--- src/rtl/spi_slave_if.sv ---
// spi_slave_if: SPI slave oversampled in the clk domain.
// Framed traffic (cs low, frame low) becomes 32-bit receive words. Unframed
// traffic (cs low, frame high) becomes 8-bit OOB bytes. Transmit words come
// from a one-entry valid/ready holding register and are shifted out LSB first.
// Optional feature macro: SPI_SLAVE_OOB_EN enables the OOB byte mode. Without
// it, cs low with frame high behaves as IDLE.
//
// state   | meaning
// --------+----------------------------------------------------------
// ST_IDLE | cs high (or unframed traffic when OOB is compiled out)
// ST_OOB  | cs low, frame high: 8-bit out-of-band bytes
// ST_WORD | cs low, frame low: 32-bit framed words
module spi_slave_if #(
    parameter int SYNC_STAGES = 2
) (
    input  logic        clk,
    input  logic        rst_n,
    input  logic        spi_clk,
    input  logic        spi_mosi,
    input  logic        spi_cs,
    input  logic        spi_frame,
    output logic        spi_miso,
    output logic [31:0] rx_data,
    output logic        rx_valid,
    output logic        rx_oob,
    input  logic [31:0] tx_data,
    input  logic        tx_valid,
    output logic        tx_ready,
    output logic        tx_underrun,
    output logic        frame_err
);

    typedef enum logic [1:0] {
        ST_IDLE = 2'd0,
        ST_OOB  = 2'd1,
        ST_WORD = 2'd2
    } state_t;

    logic [SYNC_STAGES-1:0] sclk_sync;
    logic [SYNC_STAGES-1:0] mosi_sync;
    logic [SYNC_STAGES-1:0] cs_sync;
    logic [SYNC_STAGES-1:0] frame_sync;

    logic sclk_l, sclk_p, mosi_l, cs_l, frame_l;
    logic rise, fall;

    state_t      state, state_next;
    logic [4:0]  count;
    logic [5:0]  count_inc;
    logic [5:0]  unit_len;
    logic [31:0] rx_shift, rx_next;
    logic [31:0] tx_shift;
    logic        pend_load;
    logic        hold_full;
    logic [31:0] hold_data;

    logic load, clear, sample, complete, shift_out, ferr;

    // Synchronize the SPI pins; cs and frame idle high so they reset high
    always_ff @(posedge clk or negedge rst_n) begin
        if (!rst_n) begin
            sclk_sync  <= '0;
            mosi_sync  <= '0;
            cs_sync    <= '1;
            frame_sync <= '1;
        end else begin
            sclk_sync  <= {sclk_sync[SYNC_STAGES-2:0], spi_clk};
            mosi_sync  <= {mosi_sync[SYNC_STAGES-2:0], spi_mosi};
            cs_sync    <= {cs_sync[SYNC_STAGES-2:0], spi_cs};
            frame_sync <= {frame_sync[SYNC_STAGES-2:0], spi_frame};
        end
    end

    // Level stage plus previous spi_clk so all decisions act SYNC_STAGES+2 after a pin change
    always_ff @(posedge clk or negedge rst_n) begin
        if (!rst_n) begin
            sclk_l  <= 1'b0;
            sclk_p  <= 1'b0;
            mosi_l  <= 1'b0;
            cs_l    <= 1'b1;
            frame_l <= 1'b1;
        end else begin
            sclk_l  <= sclk_sync[SYNC_STAGES-1];
            sclk_p  <= sclk_l;
            mosi_l  <= mosi_sync[SYNC_STAGES-1];
            cs_l    <= cs_sync[SYNC_STAGES-1];
            frame_l <= frame_sync[SYNC_STAGES-1];
        end
    end

    assign rise    = sclk_l & ~sclk_p;
    assign fall    = ~sclk_l & sclk_p;
    assign rx_next = {mosi_l, rx_shift[31:1]};

    // FSM state register
    always_ff @(posedge clk or negedge rst_n) begin
        if (!rst_n) state <= ST_IDLE;
        else        state <= state_next;
    end

    // Next state and per-cycle datapath controls
    always_comb begin
        state_next = state;
        load       = 1'b0;
        clear      = 1'b0;
        sample     = 1'b0;
        complete   = 1'b0;
        shift_out  = 1'b0;
        ferr       = 1'b0;
        unit_len   = (state == ST_OOB) ? 6'd8 : 6'd32;
        count_inc  = {1'b0, count} + 6'd1;

        if (cs_l) begin
            state_next = ST_IDLE;
        end else if (!frame_l) begin
            state_next = ST_WORD;
        end else begin
`ifdef SPI_SLAVE_OOB_EN
            state_next = ST_OOB;
`else
            state_next = ST_IDLE;
`endif
        end

        if (state_next != state) begin
            // Any mode change discards the partial unit; only a frame change
            // (cs still low) with bits already shifted is an error.
            clear = 1'b1;
            if (state_next != ST_IDLE) load = 1'b1;
            if (!cs_l && state != ST_IDLE && count != 5'd0) ferr = 1'b1;
        end else if (state != ST_IDLE) begin
            sample   = rise;
            complete = rise && (count_inc == unit_len);
            if (fall) begin
                if (pend_load) load      = 1'b1;
                else           shift_out = 1'b1;
            end
        end
    end

    // Receive/transmit shifters, bit counter and status pulses
    always_ff @(posedge clk or negedge rst_n) begin
        if (!rst_n) begin
            count       <= '0;
            rx_shift    <= '0;
            tx_shift    <= '0;
            pend_load   <= 1'b0;
            rx_data     <= '0;
            rx_valid    <= 1'b0;
            tx_underrun <= 1'b0;
            frame_err   <= 1'b0;
        end else begin
            rx_valid    <= complete;
            tx_underrun <= load & ~hold_full;
            frame_err   <= ferr;

            if (clear) begin
                count    <= '0;
                rx_shift <= '0;
            end else if (sample) begin
                rx_shift <= rx_next;
                count    <= complete ? 5'd0 : count_inc[4:0];
            end

            if (clear)         pend_load <= 1'b0;
            else if (complete) pend_load <= 1'b1;
            else if (load)     pend_load <= 1'b0;

            if (complete) begin
                rx_data <= (state == ST_OOB) ? {24'h0, rx_next[31:24]} : rx_next;
            end

            if (load)           tx_shift <= hold_full ? hold_data : 32'h0;
            else if (clear)     tx_shift <= '0;
            else if (shift_out) tx_shift <= {1'b0, tx_shift[31:1]};
        end
    end

    // Holding register; a load in the same cycle as an accept sees it empty
    always_ff @(posedge clk or negedge rst_n) begin
        if (!rst_n) begin
            hold_full <= 1'b0;
            hold_data <= '0;
        end else if (tx_valid && !hold_full) begin
            hold_full <= 1'b1;
            hold_data <= tx_data;
        end else if (load && hold_full) begin
            hold_full <= 1'b0;
        end
    end

`ifdef SPI_SLAVE_OOB_EN
    // Tag each received unit with the mode it arrived in
    always_ff @(posedge clk or negedge rst_n) begin
        if (!rst_n)        rx_oob <= 1'b0;
        else if (complete) rx_oob <= (state == ST_OOB);
    end
`else
    assign rx_oob = 1'b0;
`endif

    assign tx_ready = ~hold_full;
    assign spi_miso = tx_shift[0];

endmodule

--- config.mk ---
export PLATFORM = sky130hd
export DESIGN_NAME = spi_slave_if
export DESIGN_NICKNAME = d
export VERILOG_FILES = /design/src/rtl/spi_slave_if.sv
export SDC_FILE = /design/constraint.sdc
export NUM_CORES = 1
export LEC_CHECK = 0
export BUFFER_PORTS_ARGS = -buffer_cell sky130_fd_sc_hd__buf_4
export CAP_MARGIN = 0
export CORE_MARGIN = 2
export CORE_UTILIZATION = 60
export CTS_BUF_LIST = sky130_fd_sc_hd__clkbuf_8
export DETAILED_ROUTE_END_ITERATION = 16
export PLACE_DENSITY = 0.89
export SLEW_MARGIN = 25
export SYNTH_ARGS = -nofsm -noshare
export SYNTH_HDL_FRONTEND = slang
export SYNTH_SLANG_ARGS = --single-unit
--- constraint.sdc ---
create_clock -name clk -period 4.4 [get_ports clk]
set_clock_uncertainty 0.2 [all_clocks]
set_input_delay 0.66 -clock clk [delete_from_list [all_inputs] [get_ports clk]]
set_output_delay 0.66 -clock clk [all_outputs]
set_load 0.02 [all_outputs]
# Yosys cells after proc, flatten, opt, wreduce, memory -nomap -nowiden
# Cells that the tools add are included.
dict set report totals {
  wordCells 78
  reg_bits 153
  output_inout_bits 38
  input_bits 39
}
dict set report classes {
  muxes 34
  n_reduce_logical 14
  addsub 1
  bitwise 6
  eq_ne 3
}
# operator count
set op_table {}
lappend op_table {{$mux W32} 7}
lappend op_table {{$mux W1} 21}
lappend op_table {{$mux W5} 3}
lappend op_table {{$reduce_bool A2 Y1} 4}
lappend op_table {{$add A5 B1 Y6 const B} 1}
lappend op_table {{$eq A6 B6 Y1} 1}
lappend op_table {{$mux W6} 1}
lappend op_table {{$reduce_bool A3 Y1} 2}
lappend op_table {{$logic_and A1 B1 Y1} 5}
lappend op_table {{$reduce_bool A5 Y1} 1}
lappend op_table {{$mux W2} 2}
lappend op_table {{$and A1 B1 Y1} 3}
lappend op_table {{$not A1 Y1} 3}
lappend op_table {{$eq A2 B1 Y1 const B} 1}
lappend op_table {{$logic_not A1 Y1} 2}
lappend op_table {{$ne A2 B2 Y1} 1}

# Depth between registers and ports, before layout
# Gate-level depths: netlist of run 1.
dict set report depth {
  word_depth 9
  mapped_depth 6
  mapped_depth_nobuf 5
}

# Worst setup path after synthesis of run 1
# No wires, ideal clock.
dict set report synth_path {
  path_kind {reg2reg}
  from {register count[0]}
  to {register rx_data[22]}
  path_slack_ns 2.248
  n_path_buf 1
  synth_period_minus_slack_ns 2.152
  path_stages_with_launch 7
  setup_ns 0.127
  required_time_ns 4.073
  arrival_time_ns 1.825
  cell_sequence {dfrtp_1 -> ha_1 -> nand3_1 -> or4_4 -> nor2_8 -> buf_8 -> mux2_1}
}
dict set report synth_via {
  elab_chain_cells 5
}
# item line
set synth_lines {}
lappend synth_lines {{start, declared} 48} ;# logic [4:0] count;
lappend synth_lines {{start signal, assigned} 162} ;# count <= complete ? 5'd0 : count_inc[4:0];
lappend synth_lines {{$add A5 B1 Y6} 111} ;# count_inc = {1'b0, count} + 6'd1;
lappend synth_lines {{$eq A6 B6 Y1} 133} ;# complete = rise && (count_inc == unit_len);
lappend synth_lines {{$logic_and A1 B1 Y1} 133}
lappend synth_lines {{$mux W1} 131} ;# end else if (state != ST_IDLE) begin
lappend synth_lines {{$mux W1} 125} ;# if (state_next != state) begin
lappend synth_lines {{via complete} 57} ;# logic load, clear, sample, complete, shift_out, ferr;
lappend synth_lines {{end signal, assigned} 170} ;# rx_data <= (state == ST_OOB) ? {24'h0, rx_next[31:24]} : rx_next;
lappend synth_lines {{end, declared} 23} ;# output logic [31:0] rx_data,
# The timed path passes the listed nets, and every way through them passes these cells.
# A chain may end at the register's enable or synchronous reset.

# Worst setup path in the final report of run 1
dict set report layout_path {
  from {register count[0]}
  to {register rx_data[27]}
}
dict set report layout_via {
  elab_chain_cells 5
}
# item line
set layout_lines {}
lappend layout_lines {{$add A5 B1 Y6} 111}
lappend layout_lines {{$eq A6 B6 Y1} 133}
lappend layout_lines {{$logic_and A1 B1 Y1} 133}
lappend layout_lines {{$mux W1} 131}
lappend layout_lines {{$mux W1} 125}
# No other way between the ends.

==> flow_summary.yaml, run 1 <==
floorplan:
  start_util: 0.610
  dieArea_mm2: 0.0107
  die_height_um: 103
  top_level_ports: 77
  num_rows: 36
  core_area_mm2: 0.00968
  die_x_um: 103
finish:
  nNetsFinal: 564
  drive_gt1_frac: 0.321
  syn_to_final_growth_pct: 18.2
  layout_common_cells: "145 x dfrtp_1, 80 x buf_4, 37 x nand2_1"
  stdcell_area_mm2: 0.00698
  antennaDiodeCount: 0
  mostFrequentLayoutCell: "dfrtp_1"
  fill_cells: 596
yosys:
  yosys_most_used_dff: "dfrtp_1"
  synthesis.area_mm2: 0.00591
  synth_seq_area_share: 0.641
  yosys.area.top_type_share: 0.614
  synth.distinct_cells: 39
  synth_area_leaders: "dfrtp_1 61%, mux2_4 5.1%, mux2_2 5.0%, a22o_1 4.7%, mux2_1 3.4%"
  synth_edf_count: 0
  syn_inst: 447
  syn-mean-instance-area_um2: 13.2
  synth.largest_area_cell: "dfrtp_1"
  async_reset_ff_frac: 1.00
  yosys_warnings: 0
  ys_seq_elements: 151
  synth_nets: 489
placement:
  dpl.hpwl_um: 7000
  place_area_mm2: 0.00653
  gp_congestion: 0.759
  port-buffer-count: 75
critical_path:
  required_ns: 4.52
  start_kind: "flop"
  cp-end-kind: "flop"
  critical_path_buf_inv_count: 0
  worstSetupPathDepth: 5
  crit_arrival_ns: 2.70
  critical_path.top_delay_family: "simple AND/OR/NAND/NOR gates"
  path_max_fanout: 33
  crit_chain: "ha_1 -> nand3_1 -> or4_4 -> nor2_8 -> mux2_1"
  slowest_delay_ns: 0.56
  crit_slowest_cell: "or4_4"
  reg2regPathDepth: 5
  path_class: "flop to flop"
global_route:
  grt_util_all_layers: 0.225
  grt_first_pass_wirelength_um: 18200
  grt_pass1_vias: 3821
  grt_max_degree: 109
  antenna_found_initial: 0
  grt-ovfl-total: 0
clock_tree:
  clockBufferDepth: 2
  cts.sinks: 151
  clk_pin_slew_ns: 0.08
  insertion_delay_ns: 0.43
  cts_inserted_buffers: 17
  h-tree-depth: 4
  cts_hold_buf: 0
  post_cts.repair.setup_buffers: 0
  ctsResizeCount: 0
  root_buffer: "clkbuf_8"
  cts_tree: "built"
sta:
  max_freq_mhz: 387
  setup_viol: 0
  tns_ns: 0
  drv_slew: 0
  tightest_slew_ns: 0.867
  grt_setup_unrepaired: "no"
  period_minus_slack_ns: 2.58
  fin_crit_sh: 0.587
  finalHoldViolations: 0
  slew_headroom: 0.421
routing:
  dr.pass1.iters: 4
  wl_per_cell_um: 16.6
  drt-total-wl_um: 11100
  routed_via_density: 5.57
  drt_iter0_markers: 188
  ant_nets: 0
  vias: 3718
  drc_errors: 0
hold_path:
  min_delay_path_depth: 1
  hp-class: "primary input to flop"
power:
  irDropWorstVdd_mv: 0.350
  cellPowerDensity_mw_per_mm2: 421
  p_leak_nw: 3.32
flow_run:
  cap_violations: 0
run_status:
  status: "finished, final reports clean"
-- final timing paths --
check	start	end	slack, ns
worst max register to register	count[0]$_DFFE_PN0P_	rx_data[27]$_DFFE_PN0P_	1.82
max in group asynchronous	rst_n	rx_shift[28]$_DFFE_PN0P_	2.59
min in group asynchronous	rst_n	rx_data[13]$_DFFE_PN0P_	0.45
worst min-delay path	spi_mosi	mosi_sync[0]$_DFF_PN0_	0.13
worst max-delay path	count[0]$_DFFE_PN0P_	rx_data[27]$_DFFE_PN0P_	1.82
worst min register to register	mosi_sync[1]$_DFF_PN0_	mosi_l$_DFF_PN0_	0.15
-- Yosys cell counts (2+ instances only) --
cell type and number:
dfrtp_1 145, nand2_1 37, nor2_1 35, a22o_1 32
a21oi_1 31, o21ai_0 29, mux2_2 26, mux2_4 20
mux2_1 18, clkbuf_1 14, o21ai_1 7, buf_2 6
dfstp_2 6, inv_1 5, buf_1 3, ha_1 3
nand3_1 3, nor2b_1 3, buf_12 2, o22ai_1 2
xor2_1 2
-- area by class of cell --
type	count	area [µm²]	area share
Sequential cell	151	3790	0.542
Multi-Input combinational cell	264	1950	0.279
Inverter	5	18.8	0.00269
Clock inverter	11	121	0.0174
Timing Repair Buffer	83	649	0.0930
Tap cell	133	166	0.0238
Clock buffer	21	289	0.0414
-- metal layers --
metal  global-route usage  routed length [µm]  up-vias  part of all wire
met3               0.0638                 441       19             0.040
li1                     -                   -     1718                 -
met1                0.290                4760     1894              0.43
met4               0.0850                 185        0             0.017
met5                    0                   0        -                 0
met2                0.367                5680       87              0.51
-- flip-flops by register name (all words and copies together) (netlist names), 2 cells and up --
register / flops
count: 5
cs_sync: 2
frame_sync: 2
hold_data: 32
mosi_sync: 2
rx_data: 32
rx_shift: 31
sclk_sync: 2
tx_shift: 32
-- logic make-up after synthesis --
group	count (synthesis)	synth area share
DFF	151	0.641
AOI/OAI and AO/OA	108	0.119
and+or+nand+nor	86	0.0652
muxes	64	0.135
buffers and inverters	32	0.0297
adders and majority gates	3	0.00636
xor gates and xnor gates	2	0.00297
other	1	0.000635
-- where the power goes --
part           internal [W]  switching (W)
combinational      0.000135       0.000133
sequential          0.00153      0.0000803
clock              0.000564       0.000497
-- metrics by stage --
stage          hold slack [ns]  cells  utilization  setup WS (ns)  total power [W]
6_report                 0.127    668        0.721           1.82          0.00294
5_1_grt                 0.0955    668        0.721           1.69          0.00308
4_1_cts                  0.107    666        0.717           1.81          0.00296
3_5_place_dp             0.135    634        0.675           1.82          0.00190
3_3_place_gp             0.133    634        0.674           1.93          0.00188
2_1_floorplan            0.131    447            -           2.25          0.00178
-- worst reg2reg max path, delay by kind of cell (launching register included) --
family        cells  cell delay, ns
simple gates      3            1.24
fa+ha+maj         1            0.19
mux               1            0.41
flops             1            0.43
(Power assumes the default switching activity.)
==> inputs of run 2 (changes only) <==
- CORE_UTILIZATION: 60 -> 59
- PLACE_DENSITY: 0.89 -> 0.88
- clock period: 4.4 -> 2.7 ns (I/O delays scaled with it)
==> flow_summary.yaml, run 2 (synthesized netlist as in run 1, its figures left out) <==
run_status:
  status: "finished, final reports clean"
routing:
  ant_nets: 0
  routed_via_density: 5.51
  drt_iter0_markers: 230
  vias: 3898
  drc_errors: 0
  drt-total-wl_um: 11400
  dr.pass1.iters: 4
  wl_per_cell_um: 16.1
sta:
  slew_headroom: 0.396
  fin_crit_sh: 0.898
  setup_viol: 0
  finalHoldViolations: 0
  max_freq_mhz: 413
  tightest_slew_ns: 0.904
  grt_setup_unrepaired: "no"
  tns_ns: 0
  period_minus_slack_ns: 2.42
  drv_slew: 0
  worst_slack_ns: 0.276
power:
  p_leak_nw: 3.47
  intPower_w: 0.00361
  sw_frac_of_total: 0.247
  p_total_w: 0.00479
  combPwrFrac: 0.101
  pwr-share-clk: 0.350
  switching_power_w: 0.00118
  seqPwrFrac: 0.548
  irDropWorstVdd_mv: 0.506
  cellPowerDensity_mw_per_mm2: 652
critical_path:
  crit_arrival_ns: 2.53
  slowest_delay_ns: 0.56
  cp-end-kind: "flop"
  required_ns: 2.81
  crit_slowest_cell: "or4_4"
  start_kind: "flop"
  path_class: "flop to flop"
  path_max_fanout: 19
  crit_chain: "ha_1 -> nand3_1 -> or4_4 -> nor2_8 -> buf_4 -> mux2_1"
floorplan:
  core_area_mm2: 0.00973
  start_util: 0.607
  die_height_um: 104
  top_level_ports: 77
  dieArea_mm2: 0.0108
  num_rows: 36
  die_x_um: 104
finish:
  stdcell_area_mm2: 0.00734
  drive_gt1_frac: 0.303
  fill_cells: 610
  syn_to_final_growth_pct: 24.3
  antennaDiodeCount: 0
  mostFrequentLayoutCell: "dfrtp_1"
  layout_common_cells: "145 x dfrtp_1, 82 x buf_4, 38 x dlygate4sd3_1"
  layoutNonFillerInstCount: 707
  largestRegisters: "hold_data (32), rx_data (32), tx_shift (32)"
  nNetsFinal: 603
global_route:
  grt_max_degree: 58
  grt_util_all_layers: 0.232
  grt_first_pass_wirelength_um: 20000
  grt_pass1_vias: 4117
  antenna_found_initial: 0
  grt-ovfl-total: 0
clock_tree:
  insertion_delay_ns: 0.43
  cts.sinks: 151
  post_cts.repair.setup_buffers: 0
  h-tree-depth: 4
  clockBufferDepth: 2
  clk_pin_slew_ns: 0.08
  cts_hold_buf: 38
  cts_tree: "built"
  cts_inserted_buffers: 17
  root_buffer: "clkbuf_8"
  ctsResizeCount: 0
placement:
  dp_slack_ns: 0.271
  place_area_mm2: 0.00657
  dpl.hpwl_um: 7050
  port-buffer-count: 75
  place_inst: 637
  gp_congestion: 0.773
flow_run:
  cap_violations: 0
hold_path:
  hp-class: "flop to flop"
[run 2: changes by cell type in the layout (fill, tap and decap cells not counted), sizes merged]
| cell | before | now |
|---|---|---|
| dlygate4sd3 | 1 | 38 |
| clkinv | 2 | 4 |
| buf | 82 | 84 |
| inv | 8 | 7 |
| clkbuf | 21 | 19 |
| clkinvlp | 4 | 5 |
[run 2: worst max-delay path, delay by kind of cell, from the launching register on]
kind,cells,cell delay [ns]
and+or+nand+nor,3,0.78
adders and majority gates,1,0.20
DFF,1,0.44
buffers and inverters,1,0.32
muxes,1,0.37
[run 2: through the flow]
step / hold WS, ns / utilization
final: 0.155 / 0.755
after global routing: 0.168 / 0.755
after CTS: 0.156 / 0.755
after detailed placement: 0.138 / 0.675
after global placement: 0.133 / 0.675
after floorplan: -0.0906 / -
[run 2: final cells by class]
| type | count | area [µm²] | share of cell area |
|---|---|---|---|
| clock buffers | 19 | 262 | 0.0356 |
| flip-flops and latches | 151 | 3790 | 0.516 |
| repair buffers | 122 | 1030 | 0.140 |
| well taps | 133 | 166 | 0.0227 |
| clock inverters | 13 | 130 | 0.0177 |
| inverters | 5 | 18.8 | 0.00256 |
| multi-input cells | 264 | 1950 | 0.266 |
[run 2: power by group through the flow]
stage / clock, W / combinational (W) / sequential [W]
CTS: 0.00171 / 0.000488 / 0.00262
floorplan: 0 / 0.000289 / 0.00262
global placement: 0 / 0.000417 / 0.00265
global route: 0.00182 / 0.000548 / 0.00265
detailed placement: 0 / 0.000440 / 0.00266
finish: 0.00168 / 0.000485 / 0.00263
[run 2: path summary, 6_finish.rpt]
check                                            start                     end  slack (ns)  cells past startpoint
worst max-delay path              count[0]$_DFFE_PN0P_  rx_data[0]$_DFFE_PN0P_        0.28                      6
worst max register to register    count[0]$_DFFE_PN0P_  rx_data[0]$_DFFE_PN0P_        0.28                      6
max in group asynchronous                        rst_n  rx_data[0]$_DFFE_PN0P_        1.33                      3
min in group asynchronous                        rst_n  rx_data[3]$_DFFE_PN0P_        0.24                      2
worst min-delay path            mosi_sync[1]$_DFF_PN0_        mosi_l$_DFF_PN0_        0.15                      0
worst min register to register  mosi_sync[1]$_DFF_PN0_        mosi_l$_DFF_PN0_        0.15                      0
[run 2: layer usage]
| layer | up-vias | GRT usage | part of all wire |
|---|---|---|---|
| met5 | - | 0 | 0 |
| met4 | 0 | 0.0705 | 0.014 |
| met3 | 21 | 0.0620 | 0.042 |
| met2 | 108 | 0.389 | 0.51 |
| met1 | 1969 | 0.297 | 0.43 |
| li1 | 1800 | - | - |
